$ cat src/rtl/lc4_multiplier_seq_pkg.sv
// Shared LC4 multiplier definitions: FSM state encoding and datapath word width.
package lc4_multiplier_seq_pkg;

    localparam int LC4_WORD_W = 16;

    typedef enum logic [1:0] {
        ST_IDLE = 2'd0,
        ST_RUN  = 2'd1,
        ST_DONE = 2'd2
    } mul_state_t;

endpackage : lc4_multiplier_seq_pkg

$ cat src/rtl/lc4_multiplier_one_iter.sv
// One shift-add step of the iterative multiplier: retires BITS_PER_CYCLE
// multiplier bits into the accumulator and advances both operand registers.
module lc4_multiplier_one_iter
    import lc4_multiplier_seq_pkg::*;
#(
    parameter int BITS_PER_CYCLE = 1
) (
    input  logic [2*LC4_WORD_W-1:0] i_acc,
    input  logic [2*LC4_WORD_W-1:0] i_a,
    input  logic [LC4_WORD_W-1:0]   i_b,
    output logic [2*LC4_WORD_W-1:0] o_acc,
    output logic [2*LC4_WORD_W-1:0] o_a,
    output logic [LC4_WORD_W-1:0]   o_b
);

    logic [2*LC4_WORD_W-1:0] digit_s;
    logic [2*LC4_WORD_W-1:0] partial_s;

    // Partial product of the shifted multiplicand and the low multiplier digit,
    // accumulated modulo 2^32, then both operands advance by one digit.
    always_comb begin
        digit_s   = {{(2*LC4_WORD_W-BITS_PER_CYCLE){1'b0}}, i_b[BITS_PER_CYCLE-1:0]};
        partial_s = i_a * digit_s;
        o_acc     = i_acc + partial_s;
        o_a       = i_a << BITS_PER_CYCLE;
        o_b       = i_b >> BITS_PER_CYCLE;
    end

endmodule : lc4_multiplier_one_iter

$ cat src/rtl/lc4_multiplier_seq.sv
// Iterative unsigned 16x16 multiplier: fixed-latency shift-add loop with a
// registered 32-bit product and a one-cycle valid pulse; o_busy stalls the pipe.
module lc4_multiplier_seq
    import lc4_multiplier_seq_pkg::*;
#(
    parameter int BITS_PER_CYCLE = 1
) (
    input  logic                  clk,
    input  logic                  rst,
    input  logic                  gwe,
    input  logic                  i_start,
    input  logic [LC4_WORD_W-1:0] i_multiplicand,
    input  logic [LC4_WORD_W-1:0] i_multiplier,
    output logic                  o_busy,
    output logic                  o_valid,
    output logic [LC4_WORD_W-1:0] o_product_lo,
    output logic [LC4_WORD_W-1:0] o_product_hi
);

    localparam int ITERS = LC4_WORD_W / BITS_PER_CYCLE;
    localparam int CNT_W = $clog2(ITERS);

    mul_state_t              state_q,   state_d;
    logic [CNT_W-1:0]        cnt_q,     cnt_d;
    logic [2*LC4_WORD_W-1:0] acc_q,     acc_d;
    logic [2*LC4_WORD_W-1:0] a_q,       a_d;
    logic [LC4_WORD_W-1:0]   b_q,       b_d;
    logic                    busy_q,    busy_d;
    logic                    valid_q,   valid_d;
    logic [LC4_WORD_W-1:0]   prod_lo_q, prod_lo_d;
    logic [LC4_WORD_W-1:0]   prod_hi_q, prod_hi_d;

    logic [2*LC4_WORD_W-1:0] iter_acc_s;
    logic [2*LC4_WORD_W-1:0] iter_a_s;
    logic [LC4_WORD_W-1:0]   iter_b_s;

    lc4_multiplier_one_iter #(
        .BITS_PER_CYCLE (BITS_PER_CYCLE)
    ) u_one_iter (
        .i_acc (acc_q),
        .i_a   (a_q),
        .i_b   (b_q),
        .o_acc (iter_acc_s),
        .o_a   (iter_a_s),
        .o_b   (iter_b_s)
    );

    // Next-state logic: operand capture on accept, one step per RUN cycle,
    // product capture on the final step. Products hold outside DONE entry.
    always_comb begin
        state_d   = state_q;
        cnt_d     = cnt_q;
        acc_d     = acc_q;
        a_d       = a_q;
        b_d       = b_q;
        busy_d    = busy_q;
        valid_d   = 1'b0;
        prod_lo_d = prod_lo_q;
        prod_hi_d = prod_hi_q;
        case (state_q)
            ST_IDLE: begin
                busy_d = 1'b0;
                if (i_start) begin
                    state_d = ST_RUN;
                    busy_d  = 1'b1;
                    a_d     = {{LC4_WORD_W{1'b0}}, i_multiplicand};
                    b_d     = i_multiplier;
                    acc_d   = '0;
                    cnt_d   = '0;
                end else begin
                    state_d = ST_IDLE;
                end
            end
            ST_RUN: begin
                acc_d = iter_acc_s;
                a_d   = iter_a_s;
                b_d   = iter_b_s;
                cnt_d = cnt_q + CNT_W'(1);
                if (cnt_q == CNT_W'(ITERS - 1)) begin
                    state_d   = ST_DONE;
                    busy_d    = 1'b0;
                    valid_d   = 1'b1;
                    prod_lo_d = iter_acc_s[LC4_WORD_W-1:0];
                    prod_hi_d = iter_acc_s[2*LC4_WORD_W-1:LC4_WORD_W];
                end else begin
                    state_d = ST_RUN;
                    busy_d  = 1'b1;
                end
            end
            ST_DONE: begin
                // A start seen here is accepted back-to-back, same as in IDLE.
                if (i_start) begin
                    state_d = ST_RUN;
                    busy_d  = 1'b1;
                    a_d     = {{LC4_WORD_W{1'b0}}, i_multiplicand};
                    b_d     = i_multiplier;
                    acc_d   = '0;
                    cnt_d   = '0;
                end else begin
                    state_d = ST_IDLE;
                    busy_d  = 1'b0;
                end
            end
            default: begin
                state_d = ST_IDLE;
                busy_d  = 1'b0;
            end
        endcase
    end

    // State and output registers: synchronous reset has priority over gwe,
    // and gwe=0 freezes everything (so o_valid stretches while DONE is held).
    always_ff @(posedge clk) begin
        if (rst) begin
            state_q   <= ST_IDLE;
            cnt_q     <= '0;
            acc_q     <= '0;
            a_q       <= '0;
            b_q       <= '0;
            busy_q    <= 1'b0;
            valid_q   <= 1'b0;
            prod_lo_q <= '0;
            prod_hi_q <= '0;
        end else if (gwe) begin
            state_q   <= state_d;
            cnt_q     <= cnt_d;
            acc_q     <= acc_d;
            a_q       <= a_d;
            b_q       <= b_d;
            busy_q    <= busy_d;
            valid_q   <= valid_d;
            prod_lo_q <= prod_lo_d;
            prod_hi_q <= prod_hi_d;
        end else begin
            state_q   <= state_q;
            cnt_q     <= cnt_q;
            acc_q     <= acc_q;
            a_q       <= a_q;
            b_q       <= b_q;
            busy_q    <= busy_q;
            valid_q   <= valid_q;
            prod_lo_q <= prod_lo_q;
            prod_hi_q <= prod_hi_q;
        end
    end

    assign o_busy       = busy_q;
    assign o_valid      = valid_q;
    assign o_product_lo = prod_lo_q;
    assign o_product_hi = prod_hi_q;

endmodule : lc4_multiplier_seq
$ cat config.mk
export PLATFORM = sky130hd
export DESIGN_NAME = lc4_multiplier_seq
export DESIGN_NICKNAME = d
export VERILOG_FILES = /design/src/rtl/lc4_multiplier_seq_pkg.sv /design/src/rtl/lc4_multiplier_one_iter.sv /design/src/rtl/lc4_multiplier_seq.sv
export SDC_FILE = /design/constraint.sdc
export NUM_CORES = 1
export LEC_CHECK = 0
export ABC_AREA = 0
export CAP_MARGIN = 20
export CORE_MARGIN = 2
export CORE_UTILIZATION = 45
export DETAILED_ROUTE_END_ITERATION = 10
export GPL_ROUTABILITY_DRIVEN = 0
export PLACE_DENSITY = 0.7
export SETUP_SLACK_MARGIN = 0.4
export SLEW_MARGIN = 25
export SYNTH_ARGS = -nofsm -noshare
export SYNTH_HDL_FRONTEND = slang
export SYNTH_SLANG_ARGS = --single-unit
$ cat constraint.sdc
create_clock -name clk -period 5.14 [get_ports clk]
set_clock_uncertainty 0.2 [all_clocks]
set_input_delay 1.285 -clock clk [delete_from_list [all_inputs] [get_ports clk]]
set_output_delay 1.285 -clock clk [all_outputs]
set_load 0.005 [all_outputs]
# Yosys cells after proc, flatten, opt, wreduce, memory -nomap -nowiden
# Cells that the tools add are included.
# word_totals
register_bits,120
inputBits,36
output_inout_bits,34
word_cells,37
# classes
addsub,2
multipliers,1
eq_ne,4
mux,16
reduce_logical,5
# op_table
operator,count
case mux 32 bit (2 select lines),2
two-way mux 32 bit,2
adder 32 bit,1
multiplier 32 x 1 -> 32 bit,1
case mux 16 bit (2 select lines),1
two-way mux 16 bit,1
case mux 4 bit (2 select lines),1
AND reduction 3 bit,2
two-way mux 1 bit,5
adder 4 x 1 -> 4 bit (second input constant),1
== test 4 bit (second input constant),1
two-way mux 4 bit,1
case mux 2 bit (2 select lines),1
== test 2 x 1 -> 1 bit (second input constant),1
== test 2 bit (second input constant),1
zero test 2 bit,1
two-way mux 2 bit,1
inequality test 2 x 1 -> 1 bit (second input constant),1
case mux 1 bit (2 select lines),1
nonzero test 2 bit,1
OR reduction 2 bit,1

# Longest topological paths before layout
# depth
word_depth,4
depth_mapped,13
ltp_nobuf,12

# Hierarchy
# Synthesis repeated with hierarchy kept, for this count alone.
# unflattened
cells_unflattened,900
hier_area_um2,7733.7
# modules_own_cells
module,n_inst,cells_per_inst,area_each_um2,seq_area_each_um2
lc4_multiplier_seq,1,573,5430.2,2382.3
lc4_multiplier_one_iter,1,327,2303.5,0.0

# Worst setup path after synthesis
# No wires, ideal clock.
# synth_path
path_type,reg-to-reg
from,reg b_q[0]
to,reg acc_q[16]
setup_ps,117
arrival_ps,2759
required_time_ps,4823
slack_ps,2064
stages_incl_launch_ff,12
n_path_buf,1
synth_period_minus_slack_ps,3076
path_cell_list,dfxtp_1 > clkbuf_1 > and2_1 > fa_1 > a21o_1 > a221oi_2 > o21ai_2 > a311oi_2 > nor3_1 > a2111oi_2 > xnor2_1 > a22o_1
# synth_between
elab_chain_len,3
# synth_lines
element,line_no,rtl
"start, declared",lc4_multiplier_seq.sv:27,"logic [LC4_WORD_W-1:0] b_q, b_d;"
"start signal, assigned",lc4_multiplier_seq.sv:139,b_q <= b_q;
multiplier 32 x 1 -> 32 bit,lc4_multiplier_one_iter.sv:23,partial_s = i_a * digit_s;
adder 32 bit,lc4_multiplier_one_iter.sv:24,o_acc = i_acc + partial_s;
case mux 32 bit (2 select lines),lc4_multiplier_seq.sv:60,case (state_q)
"end signal, assigned",lc4_multiplier_seq.sv:137,acc_q <= acc_q;
"end, declared",lc4_multiplier_seq.sv:25,"logic [2*LC4_WORD_W-1:0] acc_q, acc_d;"
# No other way between the ends.
# A chain may end at the register's enable or synchronous reset.

# Worst setup path after layout
# layout_path
from,reg b_q[0]
to,reg prod_hi_q[0] (netlist: o_product_hi[0])
# layout_between
elab_chain_len,2
# layout_lines
element,line_no,rtl
multiplier 32 x 1 -> 32 bit,lc4_multiplier_one_iter.sv:23,
adder 32 bit,lc4_multiplier_one_iter.sv:24,
"end signal, assigned",lc4_multiplier_seq.sv:133,prod_hi_q <= prod_hi_d;
"end signal, assigned",lc4_multiplier_seq.sv:143,prod_hi_q <= prod_hi_q;
"end, declared",lc4_multiplier_seq.sv:31,"logic [LC4_WORD_W-1:0] prod_hi_q, prod_hi_d;"
# No other way between the ends.

==> results.cfg <==
[run_status]
status = completed

[route]
firstDrtPassIters = 5
vias = 5456
drtAntennaViolNets = 0
totalWireLength_mm = 14.6
via_per_inst = 5.55
drtIter0Drc = 297
drt-wirelength-per-cell_um = 14.9
drc = 0

[yosys]
synthMuxAreaShare = 0.0487
async_flop_share = 0
synth_fa_ha_area_frac = 0.0681
synth_cell_types = 53
synthesis.area_um2 = 6170
avgSynthCellArea_um2 = 8.27
yosysWarnings = 0
synth.top_cell.area_share = 0.386
synth_area_leaders = dfxtp_1 39%, a21oi_1 6.6%, ha_1 6.5%
synth-seq-cells = 119
synth_top_family_by_area = compound AO/OA/AOI/OAI gates
yosysSeqAreaShare = 0.386
syn_nets = 815
synth-compound-area-share = 0.224
synth-edff-count = 0
synthFlopType = dfxtp_1
synth-xor-area-share = 0.0412
synthCells = 746
synthSimpleGateAreaFrac = 0.200
synth_top_area_cell = dfxtp_1

[pwr]
ir_drop_mv = 0.216
switching_share = 0.222
seqPwrFrac = 0.420
pwr-share-comb = 0.067
intPower_mw = 1.80
power.density_nw_per_um2 = 306
p_sw_mw = 0.515
p_leak_nw = 2.93
power.share.clock = 0.513
power.total_mw = 2.32

[die]
core-area_um2 = 13300
dieArea_um2 = 14700
die_w_um = 121
dieHeight_um = 121
io_pins = 70
start_util = 0.464
std_cell_rows = 42

[cts]
cts_setup_buffers = 0
htreeDepth = 4
clock_latency_ns = 0.42
clkTransAtPathRegs_ns = 0.05
cts_resized = 0
cts_inserted_buffers = 17
clock-sinks = 119
postCtsHoldBufs = 0
cts_tree = done
clockRootBuffer = clkbuf_16
clk_path_buf_depth = 2

[grt]
grt_pass1_vias = 5250
grt_pass1_wl_mm = 24.1
grt_usage = 0.204
grt-ovfl-total = 0
antenna_found_initial = 0
grt_max_degree = 68

[sta]
hold_violations = 0
setup_violations = 0
grt_setup_unrepaired = false
worst_hold_slack_ns = 0.253
finalCritPeriodShare = 0.730
period_needed_ns = 3.75
max_freq_mhz = 266
worstMarginPinSlew_ns = 0.905
fin_setup_tns_ns = 0
final_max_slew_viol_count = 0
setup_ws_ns = 1.39
maxSlewHeadroom = 0.394

[cells_and_area]
antenna_cells = 0
nets = 863
design_area_um2 = 7580
layoutNonFillerInstCount = 983
final.fill_count = 1218
area_delta_synth_final_pct = 22.8
drive_gt1_frac = 0.0694
final_util = 0.570

[worst_setup_path]
r2r_slack_ns = 1.39
crit_chain = and2_1 -> ha_1 -> fa_1 -> a21o_1 -> a221oi_2 -> o21ai_2 -> a311oi_2 -> nor3_1 -> a2111oi_2 -> xnor2_1 -> nand2_1 -> a21oi_1
cp_num_buf_inv = 0
crit_family = compound AO/OA/AOI/OAI gates
cp_max_fo = 33
crit_required_ns = 5.29
cp.arrival_ns = 3.90
start_kind = register
criticalPathCategory = register to register
critPathSlowestCell = dfxtp_1
endpoint_kind = register
slowest_delay_ns = 0.59

[placed_design]
dpl.hpwl_mm = 10.2
dpl_cell_area_um2 = 6980
pre_cts_slack_ns = 1.23
place_inst = 951
port_buffers = 69

[hold_path]
worstHoldPathType = register to register

[run]
drv_cap = 0
registers in the layout (all words and copies together), names as in the netlist:
name	cells
a_q	32
acc_q	32
b_q	16
cnt_q	4
o_product_hi	16
o_product_lo	16
o_valid	1
state_q	2
power groups by stage:
| stage | Combinational (mW) | Sequential, mW | Clock [mW] |
|---|---|---|---|
| after CTS | 0.157 | 0.974 | 1.20 |
| after global placement | 0.151 | 0.991 | 0 |
| after detailed placement | 0.156 | 0.993 | 0 |
| final | 0.156 | 0.973 | 1.19 |
| after global routing | 0.172 | 0.977 | 1.25 |
| after floorplan | 0.111 | 0.978 | 0 |
path summary, 6_finish.rpt:
kind	from	to	cells past startpoint
worst max-delay path	b_q[0]	o_product_hi[0]	12
worst min-delay path	o_product_hi[9]	o_product_hi[9]	2
worst max register to register	b_q[0]	o_product_hi[0]	12
worst min register to register	o_product_hi[9]	o_product_hi[9]	2
metal layers:
layer,GRT usage,up-vias,wire length (um)
met1,0.254,2551,6680
met2,0.350,125,7060
met3,0.0517,11,729
met5,0,-,0
met4,0.0552,0,138
li1,-,2769,-
Yosys cell counts, drive strengths merged (2+ instances only):
library cell / number
o21ai: 28
and2: 33
xor2: 11
nand2b: 7
nor2: 73
o211ai: 2
and4: 2
or2: 2
a31oi: 4
nor3: 7
o21a: 4
o41ai: 3
and3: 4
xnor2: 18
a41oi: 2
a211oi: 37
a22o: 10
inv: 5
nand3b: 4
mux2i: 30
o21bai: 3
nor2b: 4
nand3: 26
nand4: 6
nand2: 100
ha: 32
a22oi: 14
a31o: 2
o31ai: 2
a21o: 8
or3: 3
a21oi: 81
clkbuf: 44
dfxtp: 119
buf: 4
cell usage in the layout (no fill, tap or decap), types with 13 or more instances in the layout:
cell	instances
dfxtp_1	118
nand2_1	100
a21oi_1	81
nor2_1	70
clkdlybuf4s50_1	68
a211oi_1	37
and2_1	33
ha_1	32
mux2i_1	30
nand3_1	26
xnor2_1	18
clkbuf_16	17
a22oi_1	14
o21ai_0	13
o21ai_1	13
cell families after synthesis:
| kind of cell | Yosys count |
|---|---|
| AOI/OAI and AO/OA | 211 |
| muxes | 30 |
| buffers and inverters | 53 |
| and+or+nand+nor | 271 |
| adders and majority gates | 33 |
| xor gates and xnor gates | 29 |
| DFF | 119 |
tightest hold or removal path, cell delays in order, from the launching register on:
cell	delay, ns
dfxtp_1	0.30
nand2_1	0.05
a21oi_1	0.05
area by class of cell:
type | count | area [um^2] | area share
sequential | 119 | 2380 | 0.314
multi-input combinational | 574 | 3610 | 0.476
timing repair buffer | 77 | 748 | 0.0987
tap | 176 | 220 | 0.0290
clock buffer | 24 | 512 | 0.0675
clock inverter | 8 | 92.6 | 0.0122
inverter | 5 | 18.8 | 0.00248
No activity file was read; power rests on OpenSTA's default activity.
